<file path="src/rtl/sub_div_ctrl.sv">
// Restoring unsigned 32-bit divider: one quotient bit per cycle through a single 32-bit subtractor.
// Optional macro SUB_DIV_ZERO_DETECT_EN: divide-by-zero is short-circuited to DONE with div_err=1.

module subtractor32 (
    input  logic [31:0] a,
    input  logic [31:0] b,
    output logic [31:0] result,
    output logic        cout
);
    // cout=1 means no borrow, i.e. a >= b
    assign {cout, result} = {1'b0, a} + {1'b0, ~b} + 33'd1;
endmodule

module sub_div_ctrl (
    input  logic        clk,
    input  logic        rst,
    input  logic        start_valid,
    output logic        start_ready,
    input  logic [31:0] dividend,
    input  logic [31:0] divisor,
    output logic        done_valid,
    input  logic        done_ready,
    output logic [31:0] quotient,
    output logic [31:0] remainder,
    output logic        div_err,
    output logic        busy
);
    typedef enum logic [1:0] {IDLE, RUN, DONE} state_t;

    state_t      state_reg, state_next;
    logic [4:0]  cnt_reg, cnt_next;
    logic [31:0] rem_reg, rem_next;
    logic [31:0] q_reg, q_next;
    logic [31:0] dvs_reg, dvs_next;
    logic [31:0] shifted, diff;
    logic        cout, take;

    assign shifted = {rem_reg[30:0], q_reg[31]};

    subtractor32 u_sub (
        .a      (shifted),
        .b      (dvs_reg),
        .result (diff),
        .cout   (cout)
    );

    // rem_reg[31] is the hidden 33rd bit of shifted: it then always exceeds the divisor
    assign take = rem_reg[31] | cout;

`ifdef SUB_DIV_ZERO_DETECT_EN
    logic err_reg, err_next;
    assign div_err = err_reg;
`else
    assign div_err = 1'b0;
`endif

    always_ff @(posedge clk or posedge rst) begin
        if (rst) begin
            state_reg <= IDLE;
            cnt_reg   <= 5'd0;
            rem_reg   <= 32'd0;
            q_reg     <= 32'd0;
            dvs_reg   <= 32'd0;
`ifdef SUB_DIV_ZERO_DETECT_EN
            err_reg   <= 1'b0;
`endif
        end else begin
            state_reg <= state_next;
            cnt_reg   <= cnt_next;
            rem_reg   <= rem_next;
            q_reg     <= q_next;
            dvs_reg   <= dvs_next;
`ifdef SUB_DIV_ZERO_DETECT_EN
            err_reg   <= err_next;
`endif
        end
    end

    always_comb begin
        state_next  = state_reg;
        cnt_next    = cnt_reg;
        rem_next    = rem_reg;
        q_next      = q_reg;
        dvs_next    = dvs_reg;
        start_ready = 1'b0;
        done_valid  = 1'b0;
`ifdef SUB_DIV_ZERO_DETECT_EN
        err_next    = err_reg;
`endif
        case (state_reg)
            IDLE: begin
                start_ready = 1'b1;
                if (start_valid) begin
                    dvs_next = divisor;
`ifdef SUB_DIV_ZERO_DETECT_EN
                    if (divisor == 32'd0) begin
                        state_next = DONE;
                        q_next     = 32'hFFFF_FFFF;
                        rem_next   = dividend;
                        err_next   = 1'b1;
                    end else begin
                        state_next = RUN;
                        cnt_next   = 5'd31;
                        rem_next   = 32'd0;
                        q_next     = dividend;
                        err_next   = 1'b0;
                    end
`else
                    state_next = RUN;
                    cnt_next   = 5'd31;
                    rem_next   = 32'd0;
                    q_next     = dividend;
`endif
                end
            end
            RUN: begin
                rem_next = take ? diff : shifted;
                q_next   = {q_reg[30:0], take};
                cnt_next = cnt_reg - 5'd1;
                if (cnt_reg == 5'd0)
                    state_next = DONE;
            end
            DONE: begin
                done_valid = 1'b1;
                if (done_ready)
                    state_next = IDLE;
            end
            default: state_next = IDLE;
        endcase
    end

    assign quotient  = q_reg;
    assign remainder = rem_reg;
    assign busy      = (state_reg != IDLE);

endmodule

</file>
<file path="config.mk">
export PLATFORM = sky130hd
export DESIGN_NAME = sub_div_ctrl
export DESIGN_NICKNAME = d
export VERILOG_FILES = /design/src/rtl/sub_div_ctrl.sv
export SDC_FILE = /design/constraint.sdc
export NUM_CORES = 1
export LEC_CHECK = 0
export CORE_ASPECT_RATIO = 1.5
export CORE_UTILIZATION = 52
export DETAILED_ROUTE_END_ITERATION = 10
export HOLD_SLACK_MARGIN = 0.03
export PLACE_DENSITY = 0.82
export RECOVER_POWER = 50
export REMOVE_ABC_BUFFERS = 1
export SLEW_MARGIN = 20
export SYNTH_ARGS = -nofsm -noshare
export SYNTH_HDL_FRONTEND = slang
export SYNTH_SLANG_ARGS = --single-unit
</file>
<file path="constraint.sdc">
create_clock -name clk -period 4.5 [get_ports clk]
set_input_delay 0.675 -clock clk [delete_from_list [all_inputs] [get_ports clk]]
set_output_delay 0.675 -clock clk [all_outputs]
set_load 0.01 [all_outputs]
</file>
==> impl_summary.log <==
INFO  metric postSynthRegisterBits = 103
INFO  metric cap_violations = 3
INFO  metric dieHeight = 136 µm
INFO  metric layout.filler_cells = 926
INFO  metric most-common-layout-cells = nand2_1 (123), clkdlybuf4s50_1 (117), dfrtp_1 (103)
INFO  metric critical_path_arrival = 3.78 ns
INFO  metric routed-via-count = 5,685
INFO  metric tritoncts_clock_tree = built
INFO  metric clk_transition_reported_paths = 0.07 ns
INFO  metric power.density_cell_area = 996 nW/µm²
INFO  metric crit_path_cell_trace = inv_1 > ha_1 > inv_1 > fa_1 > a21o_1 > a221oi_2 > o21ai_2 > a31oi_4 > o31ai_2 > a41oi_4 > buf_12 > mux2i_1 > o21ai_1
INFO  metric chipWidth = 91.6 µm
INFO  metric clock_power_share = 10.4%
INFO  metric ys_dominant_reg_cell = dfrtp_1
INFO  metric power.ir.vdd_worst = 0.382 mV
INFO  metric hold_start = quotient[12]
INFO  metric critPathSlowestCell = a41oi_4
INFO  metric met2_length = 8400 µm
INFO  metric grt_pass1_wl = 27,100 µm
INFO  metric postCtsResizedCells = 0
INFO  metric final_weighted_congestion_of_routability_driven_global_placement = 0.891
INFO  metric violations = max-capacitance violations, max-slew violations
INFO  metric port_buffers = 134
INFO  metric switchingPower = 0.00369 W
INFO  metric cpMostUsedCell = inv_1
INFO  metric synthToLayoutAreaGrowth = 28.0%
INFO  metric r2r_setup_slack = 0.94 ns
INFO  metric routed_wire_length_per_instance = 16.6 µm
INFO  metric total_power = 0.00798 W
INFO  metric number_of_enable_flip_flop_cells_after_synthesis = 0
INFO  metric critPathMaxFanout = 21
INFO  metric wl_met1 = 6660 µm
INFO  metric holdWs = 0.501 ns
INFO  metric power.internal = 0.00428 W
INFO  metric final.setup.tns = 0 ns
INFO  metric root_buffer = clkbuf_16
INFO  metric cts_made_buffers = 9
INFO  metric layout.cells.most_common = nand2_1
INFO  metric async_flop_share = 100%
INFO  metric placement.setup.worst_slack = 0.941 ns
INFO  metric timing.final.crit_period = 3.56 ns
INFO  metric floorplan.initialDensity = 54.0%
INFO  metric detail-route-antenna-nets = 0
INFO  metric highest-signal-layer = met4
INFO  metric final-hold-violation-count = 0
INFO  metric post_synth_num_cell_types = 57
INFO  metric clock_path_buffers = 2
INFO  metric post_cts_buffers = 0
INFO  metric register_area_share_after_synthesis = 41.2%
INFO  metric dr.first_iter.drc_count = 299
INFO  metric ys_warn_count = 0
INFO  metric slack_of_the_critical_path = 0.937 ns
INFO  metric critical_path.endpoint_type = flop
INFO  metric slew_violations = 127
INFO  metric reg2regPathDepth = 13
INFO  metric regToRegStartpoint = quotient[31]
INFO  metric core-area = 11,600 µm²
INFO  metric cts.hold.buffers_added = 0
INFO  metric worst_flop_to_flop_path_endpoint = remainder[15]
INFO  metric io_pins = 136
INFO  metric htreeDepth = 3
INFO  metric timing.critical_path.max_delay_family = compound AO/OA/AOI/OAI gates
INFO  metric clk-insertion-delay-late = 0.35 ns
INFO  metric timing.final.setup_violations = 0
INFO  metric die_area = 12,500 µm²
INFO  metric detailroute.wirelength.met3 = 915 µm
INFO  metric timing_worst_setup_path_type = flop to flop
INFO  metric whs_path_depth = 2
INFO  metric timing.slew.headroom = -50.1%
INFO  metric grt_pass1_vias = 5,666
INFO  metric critical_path.n_buffers_inverters = 3
INFO  metric worstHoldPathType = flop to flop
INFO  metric syn_inst_count = 717
INFO  metric seqCellArea = 2580 µm²
INFO  metric pwr-share-seq = 22.6%
INFO  metric finish.net_count = 933
INFO  metric setup_repair_after_global_routing_missed_its_margin = no
INFO  metric run_status = complete, but fails checks
INFO  metric global_route.overflow_total = 0
INFO  metric antenna_fix_cells = 0
INFO  metric routed_via_density = 5.77
INFO  metric drt_drc_violations_left = 0
INFO  metric fin_crit_sh = 79.2%
INFO  metric antenna_found_initial = 0
INFO  metric p_comb_share = 67.0%
INFO  metric grt_max_degree = 68
INFO  metric synthesis.area_per_instance = 8.73 µm²
INFO  metric total_leakage_power = 3.55 nW
INFO  metric fp-row-count = 48
INFO  metric post_route_cells_drive_above_1_share = 3.83%
INFO  metric mappedNetlistArea = 6260 µm²
INFO  metric grt_use_total = 27.4%
INFO  metric kind_of_start_point_of_the_critical_path = flop
INFO  metric worstPathRequired = 4.72 ns
INFO  metric max_freq = 0.281 GHz
INFO  metric swShare = 46.3%
INFO  metric place_hpwl = 11,700 µm
INFO  metric finalWirelength = 16,400 µm
INFO  metric clock_sink_count = 103
INFO  metric cp_slowest_stage_delay = 0.57 ns
INFO  metric first_pass_iters = 5
INFO  metric sink_of_the_worst_hold_path = quotient[12]
INFO  metric worst_clock_skew = 0.00919 ns
INFO  metric max_slew.worst_pin.slew = 2.25 ns
INFO  metric area_taken_by_multi_input_logic_gates = 3380 µm²
==> metrics by stage <==
stage	utilization [%]	area [µm²]	std cells
2_1_floorplan	-	6090	679
3_3_place_gp	66.5	7700	969
3_5_place_dp	66.5	7710	969
4_1_cts	69.2	8020	985
5_1_grt	69.1	8010	985
6_report	69.1	8010	985
==> worst min-delay path: stages (launching register included) <==
cell and delay, ns:
dfrtp_1 0.36, nand2_1 0.05, nand2_1 0.06
==> power by group through the flow <==
stage                     combinational [W]  sequential, W  clock (W)
after floorplan                     0.00356        0.00186          0
after global placement              0.00515        0.00180          0
after detailed placement            0.00529        0.00181          0
after CTS                           0.00534        0.00180   0.000842
after global routing                0.00590        0.00187   0.000873
final                               0.00534        0.00180   0.000831
==> cells by family after synthesis <==
| kind of cell | Yosys count | synth area share [%] |
|---|---|---|
| DFF | 103 | 41.2 |
| other | 1 | 0.0599 |
| muxes | 25 | 4.00 |
| and+or+nand+nor | 244 | 17.6 |
| adders and majority gates | 35 | 7.12 |
| xor gates and xnor gates | 27 | 3.78 |
| buffers and inverters | 80 | 5.24 |
| AOI/OAI and AO/OA | 202 | 21.0 |
==> metal layers <==
layer / GRT usage, % / vias to the layer above
met3: 5.48 / 28
met4: 11.5 / 0
met1: 31.7 / 2712
met2: 49.0 / 190
li1: - / 2755
met5: 0 / -
==> area by class of cell <==
type                       count  share of cell area [%]
multi-input combinational    534                    42.2
sequential                   103                    32.2
timing repair buffer         140                    17.3
clock buffer                  10                    2.98
tap                          150                    2.34
inverter                      42                    1.98
clock inverter                 6                   0.937
==> synthesized netlist by cell type, types with 8 or more instances <==
cell	n	area (µm²)
nand2_1	123	462
dfrtp_1	103	2580
o21ai_0	53	265
nand3_1	52	260
inv_1	42	158
ha_1	34	425
clkbuf_1	32	120
a22oi_1	31	233
a21oi_1	29	145
mux2i_1	25	250
nor2_1	22	82.6
o21ai_1	20	100
a21o_1	18	135
xnor2_1	17	149
o211ai_1	11	82.6
xor2_1	10	87.6
and3_1	8	50.1
nor3_1	8	40.0
==> how the worst max path moves through the flow <==
stage	to	cells after the start	startpoint	slack, ns
2_1_floorplan	remainder[18]	12	quotient[31]	0.58
3_3_place_gp	remainder[17]	13	quotient[31]	1.06
3_5_place_dp	remainder[16]	13	quotient[31]	0.94
4_1_cts	remainder[16]	13	quotient[31]	0.94
5_1_grt	remainder[17]	13	quotient[31]	0.71
6_report	remainder[15]	13	quotient[31]	0.94
Power figures use the tool's default switching activity.
